File: src/rtl/pipe_stage_reg.sv
// rtl/pipe_stage_reg.sv - generic valid/ready pipeline stage register with optional 2-entry skid
module pipe_stage_reg #(
    parameter int               WIDTH     = 32,
    parameter int               SKID      = 1,
    parameter logic [WIDTH-1:0] RESET_VAL = '0
) (
    input  logic             clk,
    input  logic             rst_n,
    input  logic             in_valid,
    output logic             in_ready,
    input  logic [WIDTH-1:0] in_data,
    output logic             out_valid,
    input  logic             out_ready,
    output logic [WIDTH-1:0] out_data,
    input  logic             flush,
    input  logic             bubble,
    output logic [1:0]       occupancy
);

    // Occupancy doubles as the state encoding so the count is exact at every edge.
    typedef enum logic [1:0] {
        S_EMPTY = 2'd0,
        S_ONE   = 2'd1,
        S_FULL  = 2'd2
    } skid_state_t;

    logic in_xfer;
    logic out_xfer;

    assign in_xfer  = in_valid & in_ready;
    assign out_xfer = out_valid & out_ready;

    generate
        if (SKID == 0) begin : g_single
            logic             valid_q;
            logic [WIDTH-1:0] data_q;

            // The stall path runs straight through: downstream ready frees the slot in the same cycle.
            assign in_ready  = rst_n & ~bubble & (~valid_q | out_ready);
            assign out_valid = valid_q;
            assign out_data  = data_q;
            assign occupancy = {1'b0, valid_q};

            // Single holding register; flush wins over any transfer and parks the payload at RESET_VAL.
            always_ff @(posedge clk or negedge rst_n) begin
                if (!rst_n) begin
                    valid_q <= 1'b0;
                    data_q  <= RESET_VAL;
                end else if (flush) begin
                    valid_q <= 1'b0;
                    data_q  <= RESET_VAL;
                end else if (in_xfer) begin
                    valid_q <= 1'b1;
                    data_q  <= in_data;
                end else if (out_xfer) begin
                    valid_q <= 1'b0;
                end
            end
        end else begin : g_skid
            skid_state_t      state_q;
            skid_state_t      state_d;
            logic [WIDTH-1:0] main_q;
            logic [WIDTH-1:0] skid_q;
            logic             in_ready_q;
            logic             out_valid_q;

            // Main register always feeds the output; skid only catches the overflow beat.
            assign in_ready  = in_ready_q;
            assign out_valid = out_valid_q;
            assign out_data  = main_q;
            assign occupancy = state_q;

            // Next fill level from this cycle's transfers; flush empties the stage outright.
            always_comb begin
                state_d = state_q;
                if (flush) begin
                    state_d = S_EMPTY;
                end else begin
                    case (state_q)
                        S_EMPTY: if (in_xfer) state_d = S_ONE;
                        S_ONE: begin
                            if (in_xfer && !out_xfer)      state_d = S_FULL;
                            else if (!in_xfer && out_xfer) state_d = S_EMPTY;
                        end
                        S_FULL:  if (out_xfer) state_d = S_ONE;
                        default: state_d = S_EMPTY;
                    endcase
                end
            end

            // State, data movement and the registered handshake outputs; main stays put while stalled.
            always_ff @(posedge clk or negedge rst_n) begin
                if (!rst_n) begin
                    state_q     <= S_EMPTY;
                    main_q      <= RESET_VAL;
                    skid_q      <= RESET_VAL;
                    in_ready_q  <= 1'b0;
                    out_valid_q <= 1'b0;
                end else begin
                    state_q     <= state_d;
                    in_ready_q  <= (state_d != S_FULL) && !bubble;
                    out_valid_q <= (state_d != S_EMPTY);
                    if (flush) begin
                        main_q <= RESET_VAL;
                    end else begin
                        case (state_q)
                            S_EMPTY: if (in_xfer) main_q <= in_data;
                            S_ONE: begin
                                if (in_xfer && out_xfer) main_q <= in_data;
                                else if (in_xfer)        skid_q <= in_data;
                            end
                            S_FULL:  if (out_xfer) main_q <= skid_q;
                            default: main_q <= main_q;
                        endcase
                    end
                end
            end
        end
    endgenerate

endmodule

File: config.mk
export PLATFORM = sky130hd
export DESIGN_NAME = pipe_stage_reg
export DESIGN_NICKNAME = d
export VERILOG_FILES = /design/src/rtl/pipe_stage_reg.sv
export SDC_FILE = /design/constraint.sdc
export NUM_CORES = 1
export LEC_CHECK = 0
export CORE_MARGIN = 1.5
export CORE_UTILIZATION = 40
export DETAILED_ROUTE_END_ITERATION = 10
export GPL_ROUTABILITY_DRIVEN = 0
export PLACE_DENSITY = 0.73
export SLEW_MARGIN = 15
export SYNTH_ARGS = -nofsm -noshare
export SYNTH_HDL_FRONTEND = slang
export SYNTH_SLANG_ARGS = --single-unit
File: constraint.sdc
create_clock -name clk -period 3.75 [get_ports clk]
set_clock_uncertainty 0.1 [all_clocks]
set_input_delay 0.5625 -clock clk [delete_from_list [all_inputs] [get_ports clk]]
set_output_delay 0.5625 -clock clk [all_outputs]
set_load 0.01 [all_outputs]
# Word-level counts from Yosys, hierarchy flattened
# Cells that the tools add are included.
[classes]
eq_ne = 6
muxes = 11
bitwise = 4
reduce_logical = 12
[op_table]
columns = ["op", "count"]
rows = [
  ["32-bit 2-to-1 mux", 4],
  ["32-bit case mux with 3 select lines", 1],
  ["2-bit 2-to-1 mux", 5],
  ["3-bit inequality test, second input constant", 3],
  ["4-bit AND reduction", 2],
  ["2-bit case mux with 3 select lines", 1],
  ["1-bit logical AND", 4],
  ["4-bit nonzero test", 1],
  ["1-bit zero test", 3],
  ["1-bit bitwise AND", 2],
  ["2-bit by 1-bit equality test with 1-bit output, second input constant", 1],
  ["2-bit equality test, second input constant", 1],
  ["2-bit zero test", 1],
  ["2-bit inequality test, second input constant", 1],
  ["1-bit inverter", 2],
  ["2-bit nonzero test", 1],
]
[totals]
ff_bits = 68
inputBits = 38
out_inout_bits = 36
wordCells = 38

# Depth between registers and ports, before layout
# Gate-level depths: netlist of run 1.
[logic_depth]
ltp_word = 9
mapped_depth = 6
mapped_depth_nobuf = 4

# Worst setup path after synthesis of run 1
# OpenSTA, ideal clock, no wires.
[synth_path]
path_kind = "input port to flip-flop"
start = "in flush"
end = "reg g_skid.skid_q[10]"
t_arrival_ns = 1.711
required_time_ns = 3.525
setup_slack_ns = 1.814
stages = 6
cell_sequence = "buf_2 a21o_1 or2_1 buf_6 buf_12 mux2_4"
[synth_between]
elab_chain_cells = 2
[synth_rtl]
columns = ["element", "line_no", "source"]
rows = [
  ["start, declared", "15", "input logic flush,"],
  ["1-bit inverter (no source line)", "-", ""],
  ["4-bit AND reduction (no source line)", "-", ""],
  ["end signal, assigned", "110", "else if (in_xfer) skid_q <= in_data;"],
  ["end, declared", "63", "logic [WIDTH-1:0] skid_q;"],
]
# Every way passes these cells.
# A chain may end at the register's enable or synchronous reset.

# Worst setup path after layout of run 1
[layout_path]
start = "in in_valid"
end = "reg g_skid.skid_q[0]"
[layout_between]
elab_chain_cells = 4
[layout_rtl]
columns = ["element", "line_no", "source"]
rows = [
  ["start, declared", "9", "input logic in_valid,"],
  ["1-bit bitwise AND (*)", "30", "assign in_xfer = in_valid & in_ready;"],
  ["1-bit logical AND", "109", "if (in_xfer && out_xfer) main_q <= in_data;"],
  ["1-bit inverter (no source line)", "-", ""],
  ["4-bit AND reduction (no source line) (*)", "-", ""],
]
# Every way passes the cells marked *; elsewhere a longest branch is shown, timed or not.

==> results.ini, run 1 <==
[floorplanning]
dieArea_um2=8492
row_count=32
die_w_um=92.15
die_y_um=92.15
core_area_um2=7727
ioPinCount=74
start_util_pct=41.14

[synth]
synth-seq-area-share_pct=53.52
yosys_warnings=0
synth-edff-count=0
syn_area_per_cell_um2=13.59
synth.most_common_cell=dfrtp_1
synth_ff_type=dfrtp_1
synth_top_area_share_pct=53.52
synth_common_cells=dfrtp_1, nand2_1, mux2i_1, o31ai_1, mux2_4
ys_types=27
syn-cell-area_um2=3179
netlist_instances=234
synth_seq_cells=68
ys_top_cells_by_area=dfrtp_1, mux2_4, mux2i_1, o31ai_1, nand2_1
synthesis.nets=272
ys_async_sr_fraction_pct=100.0
synth_top_cell_by_area=dfrtp_1

[timing]
hold_ws_ns=0.2108
setup_viol=0
final.setup.tns_ns=0
max_freq_mhz=399.8
worstMarginPinSlew_ns=1.081
finalMaxSlewViolations=0
fin_crit_sh_pct=66.69
hold_violations=0
rsz0062_at_grt=no
relSlewSlack_pct=27.92
fin_ws_ns=1.249
period_needed_ns=2.501

[worst_setup_path]
reg2reg_depth=4
critPathCapture=g_skid.skid_q[0]
r2r_start=occupancy[1]
cp.required_ns=3.86
reg2reg_to=g_skid.skid_q[0]
cp-start-kind=primary input
crit_fanout=32
max_stage_delay_ns=0.83
worstSetupPathType=in2reg
crit_slowest_cell=or2_2
path_cells=clkdlybuf4s50_1, and3b_2, nand2_2, or2_2, mux2_2
cp.arrival_ns=2.62
crit_start=in_valid
crit_path_end_kind=register
rrSetupSlack_ns=1.48

[grt]
grt_max_degree=37
globalRouteOverflowTotal=0
busiest_layer=met2
grt_pass1_vias=1951
global_route.usage.met1_pct=20.74
grtUsageMet3_pct=4.229
grt_use_total_pct=15.38
grtUsageMet2_pct=22.84
grt_pass1_wl_um=10070
antenna_found_initial=0

[route]
wirelength_um=5934
antenna_left=0
dr.pass1.iters=4
drc=0
avgViaCountPerCell=4.920
vias=2017
wl_per_cell_um=14.47
dr.first_iter.drc_count=89

[clock_network]
clock_latency_ns=0.34
cts_resized=0
numCtsBuffers=9
clk_pin_slew_ns=0.07
cts_tree=done
clock_sinks=68
post-cts-setup-buffer-count=0
ctsLongestPathBuffers=2
hold_buffers=0
root_buffer=clkbuf_8
cts.htree.levels=3

[layout]
fill_cells=666
fin_cells=410
utilization_pct=53.45
drive_gt1_share_pct=18.83
stdcell_area_um2=4130
diodes=0
area_growth_pct=29.91
num-nets-final=341

[placed_design]
dp.cells=394
hpwl_um=3838
port_buffers=73
place_area_um2=3881
place_ws_ns=0.8967

[power_and_ir_drop]
p_per_area_nw_per_um2=524.4
peakVddDrop_mv=0.2438
total_leakage_power_nw=2.053
power_mw=2.166

[status]
status=complete, no violations

[flow_run]
cap_violations=0

[hold_path]
hp-class=in2async

[final cells by class]
type	instances	area [µm²]	area share [%]
Clock inverter	6	111.4	2.696
Timing Repair Buffer	77	755.7	18.30
Sequential cell	68	1702	41.20
Multi-Input combinational cell	147	1296	31.38
Tap cell	102	127.6	3.090
Clock buffer	10	137.6	3.332
[logic make-up after synthesis]
family	Yosys count	share of synthesized area (%)
simple gates	43	5.746
flops	68	53.52
buf+inv	19	5.746
mux	64	24.95
xor+xnor	1	0.2755
compound gates	39	9.760
[worst min path at each step]
stage                              to  slack [ns]  cells past startpoint
finish              g_skid.skid_q[18]        0.21                      1
global route             out_data[26]        0.25                      1
CTS                      out_data[29]        0.22                      1
detailed placement       out_data[18]        0.37                      2
global placement         out_data[26]        0.36                      2
floorplan            g_skid.skid_q[0]        0.17                      0
[flip-flops by register name, summed over array words and instances, names as in the netlist]
signal	count
out_data	32
g_skid.skid_q	32
out_valid	1
occupancy	2
in_ready	1
[routing by layer]
layer,wire [µm],up-vias
met3,285,5
met4,56,0
met5,0,-
li1,-,980
met2,2707,58
met1,2884,974
[worst max-delay path, delay by kind of cell]
| kind | cells | cell delay (ns) |
|---|---|---|
| AND/OR/NAND/NOR | 3 | 1.16 |
| buffers and inverters | 1 | 0.45 |
| multiplexers | 1 | 0.42 |
[where the power goes]
part	internal (mW)	switching, mW	total [mW]
logic	0.297	0.160	0.457
registers	0.887	0.0853	0.972
clock network	0.460	0.276	0.736
total	1.64	0.522	2.17
[cells in the final DEF, fill, tap and decap left out, drive strengths merged, types with 2 or more instances in the layout]
master and n:
buf 5, bufinv 3, clkbuf 10, clkdlybuf4s50 72, clkinv 2, dfrtp 68, mux2 32, mux2i 32
nand2 34, nor2 3, o31ai 32
(Power assumes the default switching activity.)
==> run 2: changes to the inputs <==
--- a/config.mk
+++ b/config.mk
@@ -9,7 +9,7 @@
 export CORE_UTILIZATION = 40
 export DETAILED_ROUTE_END_ITERATION = 10
 export GPL_ROUTABILITY_DRIVEN = 0
-export PLACE_DENSITY = 0.73
+export PLACE_DENSITY = 0.76
 export SLEW_MARGIN = 15
 export SYNTH_ARGS = -nofsm -noshare
 export SYNTH_HDL_FRONTEND = slang
==> constraint.sdc (replaced) <==
create_clock -name clk -period 2 [get_ports clk]
set_clock_uncertainty 0.1 [all_clocks]
set_input_delay 0.3 -clock clk [delete_from_list [all_inputs] [get_ports clk]]
set_output_delay 0.3 -clock clk [all_outputs]
set_load 0.01 [all_outputs]
==> run 2 against run 1 <==
Against the previous run: sequential power grew 89%; sequential share of layout area shrank 1.2 points; via count grew 4.5%; power grew 90%; hold slack gained 0.16 ns; global-route usage grew 1.8 points; combinational power grew 93%; cell area grew 3.0%; wire length grew 10%; register-to-register slack lost 1.3 ns; critical path type is now reg2out; largest cell class unchanged.
==> results.ini, run 2 (same netlist as run 1, synthesis figures left out) <==
[worst_setup_path]
cp-start-kind=register  ; was primary input
cp_top_family=buffers and inverters  ; was simple AND/OR/NAND/NOR gates
max_stage_delay_ns=0.60  ; was 0.83 ns
cp.required_ns=1.60  ; was 3.86 ns
crit_slowest_cell=clkdlybuf4s50_1  ; was or2_2
path_cells=clkdlybuf4s50_1  ; was clkdlybuf4s50_1, and3b_2, nand2_2, or2_2, mux2_2
cp.arrival_ns=1.47  ; was 2.62 ns
crit_buf_inv=1  ; unchanged
crit_fanout=9  ; was 32
crit_path_end_kind=primary output  ; was register
worstSetupPathType=reg2out  ; was in2reg

[grt]
grt_pass1_wl_um=11230  ; was 10070 µm
grt_max_degree=26  ; was 37
antenna_found_initial=0  ; unchanged
globalRouteOverflowTotal=0  ; unchanged
grt_use_total_pct=17.17  ; was 15.38%
grt_pass1_vias=2163  ; was 1951

[layout]
fin_cells=421  ; was 410
fill_cells=649  ; was 666
drive_gt1_share_pct=21.32  ; was 18.83%
layout_common_cells=clkdlybuf4s50_1, dfrtp_1, nand2_1, mux2i_1, o31ai_1  ; unchanged
num-nets-final=352  ; was 341
diodes=0  ; unchanged
area_growth_pct=33.77  ; was 29.91%
final_common_cell=clkdlybuf4s50_1  ; unchanged
stdcell_area_um2=4253  ; was 4130 µm²

[clock_network]
root_buffer=clkbuf_8  ; unchanged
post-cts-setup-buffer-count=0  ; unchanged
clock_sinks=68  ; unchanged
cts.htree.levels=3  ; unchanged
ctsLongestPathBuffers=2  ; unchanged
cts_tree=done  ; unchanged
clock_latency_ns=0.34  ; about the same
numCtsBuffers=9  ; unchanged
clk_pin_slew_ns=0.08  ; was 0.07 ns

[floorplanning]
start_util_pct=41.14  ; unchanged
dieArea_um2=8492  ; unchanged
ioPinCount=74  ; unchanged
core_area_um2=7727  ; unchanged
row_count=32  ; unchanged
die_y_um=92.15  ; unchanged
die_w_um=92.15  ; unchanged

[power_and_ir_drop]
p_seq_share_pct=44.6  ; was 44.9%
p_comb_share_pct=21.5  ; was 21.1%
total_leakage_power_nw=2.119  ; was 2.053 nW
power_mw=4.115  ; was 2.166 mW
intPower_mw=3.101  ; was 1.644 mW
p_per_area_nw_per_um2=967.6  ; was 524.4 nW/µm²
peakVddDrop_mv=0.3259  ; was 0.2438 mV
clockPowerShare_pct=33.9  ; was 34.0%
p_sw_mw=1.014  ; was 522.1 µW
power_switching_share_pct=24.64  ; was 24.10%

[timing]
period_needed_ns=1.868
fin_crit_sh_pct=93.39
relSlewSlack_pct=64.01  ; was 27.92%
max_freq_mhz=535.4
worstMarginPinSlew_ns=0.5399  ; was 1.081 ns
rsz0062_at_grt=no  ; unchanged
hold_violations=0  ; unchanged
finalMaxSlewViolations=0  ; unchanged
setup_viol=0  ; unchanged

[flow_run]
cap_violations=0  ; unchanged

[route]
vias=2107  ; was 2017
dr.pass1.iters=5  ; was 4
avgViaCountPerCell=5.005  ; was 4.920
antenna_left=0  ; unchanged
wirelength_um=6539  ; was 5934 µm
drc=0  ; unchanged
dr.first_iter.drc_count=75  ; was 89
wl_per_cell_um=15.53  ; was 14.47 µm

[placed_design]
hpwl_um=4455  ; was 3838 µm
port_buffers=73  ; unchanged
place_area_um2=3994  ; was 3881 µm²
dp.cells=404  ; was 394

[hold_path]
hp-class=in2async  ; unchanged

[status]
status=complete, no violations  ; unchanged

[run 2: cell types whose count changed in the layout (fill, tap and decap cells not counted), sizes merged]
cell         before  now
dlygate4sd3       0    1
buf               5   15
[run 2: final timing paths]
check                              from                 to  slack (ns)  cells past startpoint
setup / recovery           occupancy[0]       occupancy[0]        0.13                      1
hold / removal                    rst_n       out_data[28]        0.37                      2
setup reg to reg               in_ready        out_data[7]        0.23                      6
hold reg to reg            out_data[25]       out_data[25]        0.38                      2
max in group asynchronous         rst_n  g_skid.skid_q[19]        0.90                      3
min in group clk           out_data[25]       out_data[25]        0.38                      2
[run 2: worst register-to-register path, stage by stage (launching register included)]
cell and delay, ns:
dfrtp_1 0.42, and3b_2 0.23, buf_4 0.14, o32ai_4 0.29, buf_4 0.31, nand2_1 0.10, o31ai_1 0.08
[run 2: final cells by class]
type / instances / area [µm²] / area share, %
Clock buffer: 10 / 137.6 / 3.236
Tap cell: 102 / 127.6 / 3.001
Multi-Input combinational cell: 147 / 1296 / 30.48
Clock inverter: 6 / 111.4 / 2.618
Timing Repair Buffer: 88 / 878.3 / 20.65
Sequential cell: 68 / 1702 / 40.01
[run 2: what timing repair did]
action | CTS | global route
resized for setup | 0 | 0
endpoints found under the hold margin | 20 | 0
hold buffers | 1 | 0
[run 2: power by group through the flow]
| stage | registers, mW | clock network (mW) | logic (mW) |
|---|---|---|---|
| global route | 1.87 | 1.49 | 0.962 |
| global placement | 1.84 | 0 | 0.868 |
| floorplan | 1.85 | 0 | 0.516 |
| CTS | 1.84 | 1.43 | 0.895 |
| finish | 1.84 | 1.40 | 0.883 |
| detailed placement | 1.85 | 0 | 0.893 |
[run 2: metrics by stage]
| step | setup WS [ns] | setup TNS [ns] | utilization (%) | hold slack, ns |
|---|---|---|---|---|
| after detailed placement | -0.1707 | -8.232 | 51.68 | 0.2167 |
| final | 0.1322 | 0 | 55.04 | 0.3738 |
| after global placement | -0.1375 | -6.121 | 51.68 | 0.2120 |
| after global routing | 0.07590 | 0 | 55.04 | 0.3800 |
| after floorplan | 0.2041 | 0 | - | -0.09559 |
| after CTS | 0.1231 | 0 | 55.04 | 0.3687 |
[run 2: metal layers]
| metal | vias to the layer above | track usage, % | share of wire (%) |
|---|---|---|---|
| met1 | 1049 | 22.80 | 46 |
| met2 | 55 | 26.73 | 48 |
| met3 | 7 | 5.141 | 4.7 |
| met5 | - | 0 | 0 |
| li1 | 996 | - | - |
| met4 | 0 | 5.769 | 0.99 |
==> run 3: changes to the inputs <==
--- a/config.mk
+++ b/config.mk
@@ -9,7 +9,7 @@
 export CORE_UTILIZATION = 40
 export DETAILED_ROUTE_END_ITERATION = 10
 export GPL_ROUTABILITY_DRIVEN = 0
-export PLACE_DENSITY = 0.76
+export PLACE_DENSITY = 0.73
 export SLEW_MARGIN = 15
 export SYNTH_ARGS = -nofsm -noshare
 export SYNTH_HDL_FRONTEND = slang
==> constraint.sdc (replaced) <==
create_clock -name clk -period 1.8 [get_ports clk]
set_clock_uncertainty 0.1 [all_clocks]
set_input_delay 0.27 -clock clk [delete_from_list [all_inputs] [get_ports clk]]
set_output_delay 0.27 -clock clk [all_outputs]
set_load 0.01 [all_outputs]
==> run 3 against run 2 <==
Against the previous run: cell count rose by 0.48%; worst setup slack got worse by 0.077 ns; count of clock-buffer cells in the layout decreased by 1; sequential power up 10%; sequential share of layout area rose by 0.14 points; die area unchanged; global-route usage down 1.2 points; power rose by 1.4%; utilization down 0.15 points; sequential cell count stayed put; highest routed layer unchanged.
==> results.ini, run 3 (same netlist as run 1, synthesis figures left out) <==
[power_and_ir_drop]
p_sw_mw=1.153  ; was 1.014 mW
clockPowerShare_pct=27.0  ; was 33.9%
p_per_area_nw_per_um2=983.7  ; was 967.6 nW/µm²
intPower_mw=3.020  ; was 3.101 mW
power_switching_share_pct=27.62  ; was 24.64%
p_comb_share_pct=24.3  ; was 21.5%
power_mw=4.173  ; was 4.115 mW
peakVddDrop_mv=0.3884  ; was 0.3259 mV
total_leakage_power_nw=2.115  ; was 2.119 nW
p_seq_share_pct=48.7  ; was 44.6%

[clock_network]
clk_pin_slew_ns=0.07  ; was 0.08 ns
clock_latency_ns=0.35  ; was 0.34 ns
cts_tree=done  ; unchanged
cts.htree.levels=3  ; unchanged
ctsLongestPathBuffers=2  ; unchanged
root_buffer=clkbuf_8  ; unchanged
numCtsBuffers=9  ; unchanged
clock_sinks=68  ; unchanged

[route]
wl_per_cell_um=14.87  ; was 15.53 µm
dr.pass1.iters=4  ; was 5
vias=2095  ; was 2107
antenna_left=0  ; unchanged
dr.first_iter.drc_count=58  ; was 75
wirelength_um=6288  ; was 6539 µm
avgViaCountPerCell=4.953  ; was 5.005
drc=0  ; unchanged

[worst_setup_path]
reg2reg_to=g_skid.skid_q[23]  ; was out_data[7]
crit_path_end_kind=primary output  ; unchanged
max_stage_delay_ns=0.57  ; was 0.60 ns
crit_buf_inv=1  ; unchanged
crit_fanout=9  ; unchanged
rrSetupSlack_ns=0.07  ; was 0.23 ns
r2r_start=occupancy[1]  ; was in_ready
cp.required_ns=1.43  ; was 1.60 ns
cp.arrival_ns=1.38  ; was 1.47 ns
cp-start-kind=register  ; unchanged
cp_top_family=buffers and inverters  ; unchanged
crit_slowest_cell=clkdlybuf4s50_1  ; unchanged
worstSetupPathType=reg2out  ; unchanged
reg2reg_depth=5  ; was 6
path_cells=clkdlybuf4s50_1  ; unchanged

[layout]
stdcell_area_um2=4242  ; was 4253 µm²
num-nets-final=354  ; was 352
layout_common_cells=clkdlybuf4s50_1, dfrtp_1, nand2_1, mux2i_1, o31ai_1  ; unchanged
utilization_pct=54.89  ; was 55.04%
area_growth_pct=33.41  ; was 33.77%
final_common_cell=clkdlybuf4s50_1  ; unchanged
drive_gt1_share_pct=22.12  ; was 21.32%
diodes=0  ; unchanged

[floorplanning]
core_area_um2=7727  ; unchanged
start_util_pct=41.14  ; unchanged
row_count=32  ; unchanged
ioPinCount=74  ; unchanged
dieArea_um2=8492  ; unchanged
die_w_um=92.15  ; unchanged
die_y_um=92.15  ; unchanged

[status]
status=complete, no violations  ; unchanged

[timing]
rsz0062_at_grt=no  ; unchanged
setup_viol=0  ; unchanged
finalMaxSlewViolations=0  ; unchanged
period_needed_ns=1.745
worstMarginPinSlew_ns=0.3511  ; was 0.5399 ns
relSlewSlack_pct=76.60  ; was 64.01%
hold_ws_ns=0.2381  ; was 0.3738 ns
fin_crit_sh_pct=96.95
hold_violations=0  ; unchanged
max_freq_mhz=573.0

[grt]
grt_use_total_pct=16.00  ; was 17.17%
antenna_found_initial=0  ; unchanged
grt_pass1_wl_um=10580  ; was 11230 µm
globalRouteOverflowTotal=0  ; unchanged
grt_max_degree=69  ; was 26
grt_pass1_vias=2156  ; was 2163

[hold_path]
hp-start=in_valid
hp-class=in2reg  ; was in2async
min_to=occupancy[0]
whs_path_depth=4

[flow_run]
cap_violations=0  ; unchanged

[placed_design]
hpwl_um=4101  ; was 4455 µm
port_buffers=73  ; unchanged
place_area_um2=4011  ; was 3994 µm²

==> run 3: cell types whose count changed in the layout (fill, tap and decap cells not counted) <==
cell / before / now
dfrtp_1: 68 / 67
clkdlybuf4s50_1: 72 / 71
buf_4: 11 / 10
clkbuf_16: 0 / 1
clkinv_2: 1 / 2
inv_8: 0 / 1
clkbuf_8: 10 / 9
clkinvlp_4: 1 / 3
bufinv_16: 3 / 0
dfrtp_2: 0 / 1
buf_12: 3 / 5
dlymetal6s2s_1: 0 / 1
==> run 3: how the worst max path moves through the flow <==
| stage | from | end | slack [ns] | cells past startpoint |
|---|---|---|---|---|
| 2_1_floorplan | occupancy[1] | g_skid.skid_q[10] | 0.004 | 6 |
| 3_3_place_gp | in_valid | g_skid.skid_q[16] | -0.31 | 6 |
| 3_5_place_dp | in_valid | g_skid.skid_q[23] | -0.35 | 6 |
| 4_1_cts | in_valid | g_skid.skid_q[23] | 0.03 | 6 |
| 5_1_grt | occupancy[0] | occupancy[0] | 0.0002 | 1 |
| 6_report | occupancy[0] | occupancy[0] | 0.05 | 1 |
==> run 3: repair_timing <==
item	in CTS	in global routing
pin swaps	0	1
setup buffers	0	2
setup endpoints to repair	1	9
gates resized for setup	1	1
hold buffers	1	0
gates cloned	0	1
endpoints found under the hold margin	68	0
==> run 3: worst reg2reg max path, delay by kind of cell (launching register included) <==
family	cells	cell delay [ns]
and+or+nand+nor	3	0.64
DFF	1	0.38
muxes	1	0.31
buffers and inverters	1	0.18
==> run 3: metal layers <==
layer / vias up / global-route usage [%] / part of all wire, % / wire [µm]
met5: - / 0 / 0 / 0
met1: 1032 / 21.31 / 47 / 2970
met3: 9 / 4.478 / 4.8 / 299
met2: 52 / 24.14 / 47 / 2925
met4: 0 / 7.308 / 1.5 / 93
li1: 1002 / - / - / -
==> run 3: power groups by stage <==
stage | Clock, mW | Combinational [mW] | Sequential, mW
after floorplan | 0 | 0.573 | 2.06
after global placement | 0 | 0.977 | 2.05
after detailed placement | 0 | 1.00 | 2.05
after CTS | 1.16 | 1.00 | 2.03
after global routing | 1.23 | 1.09 | 2.08
final | 1.13 | 1.01 | 2.03
==> run 3: through the flow <==
stage	setup WS (ns)	std cells	setup TNS, ns
floorplan	0.004050	234	0
global placement	-0.3141	403	-17.12
detailed placement	-0.3478	403	-18.97
CTS	0.02910	420	0
global route	0.0001811	423	0
finish	0.05483	423	0
==> run 3: layout make-up <==
cell class,count,area [µm²]
clock buffers,9,123.9
clock inverters,7,52.55
fillers,633,3486
multi-input cells,147,1296
flip-flops and latches,68,1703
well taps,102,127.6
repair buffers,90,938.4
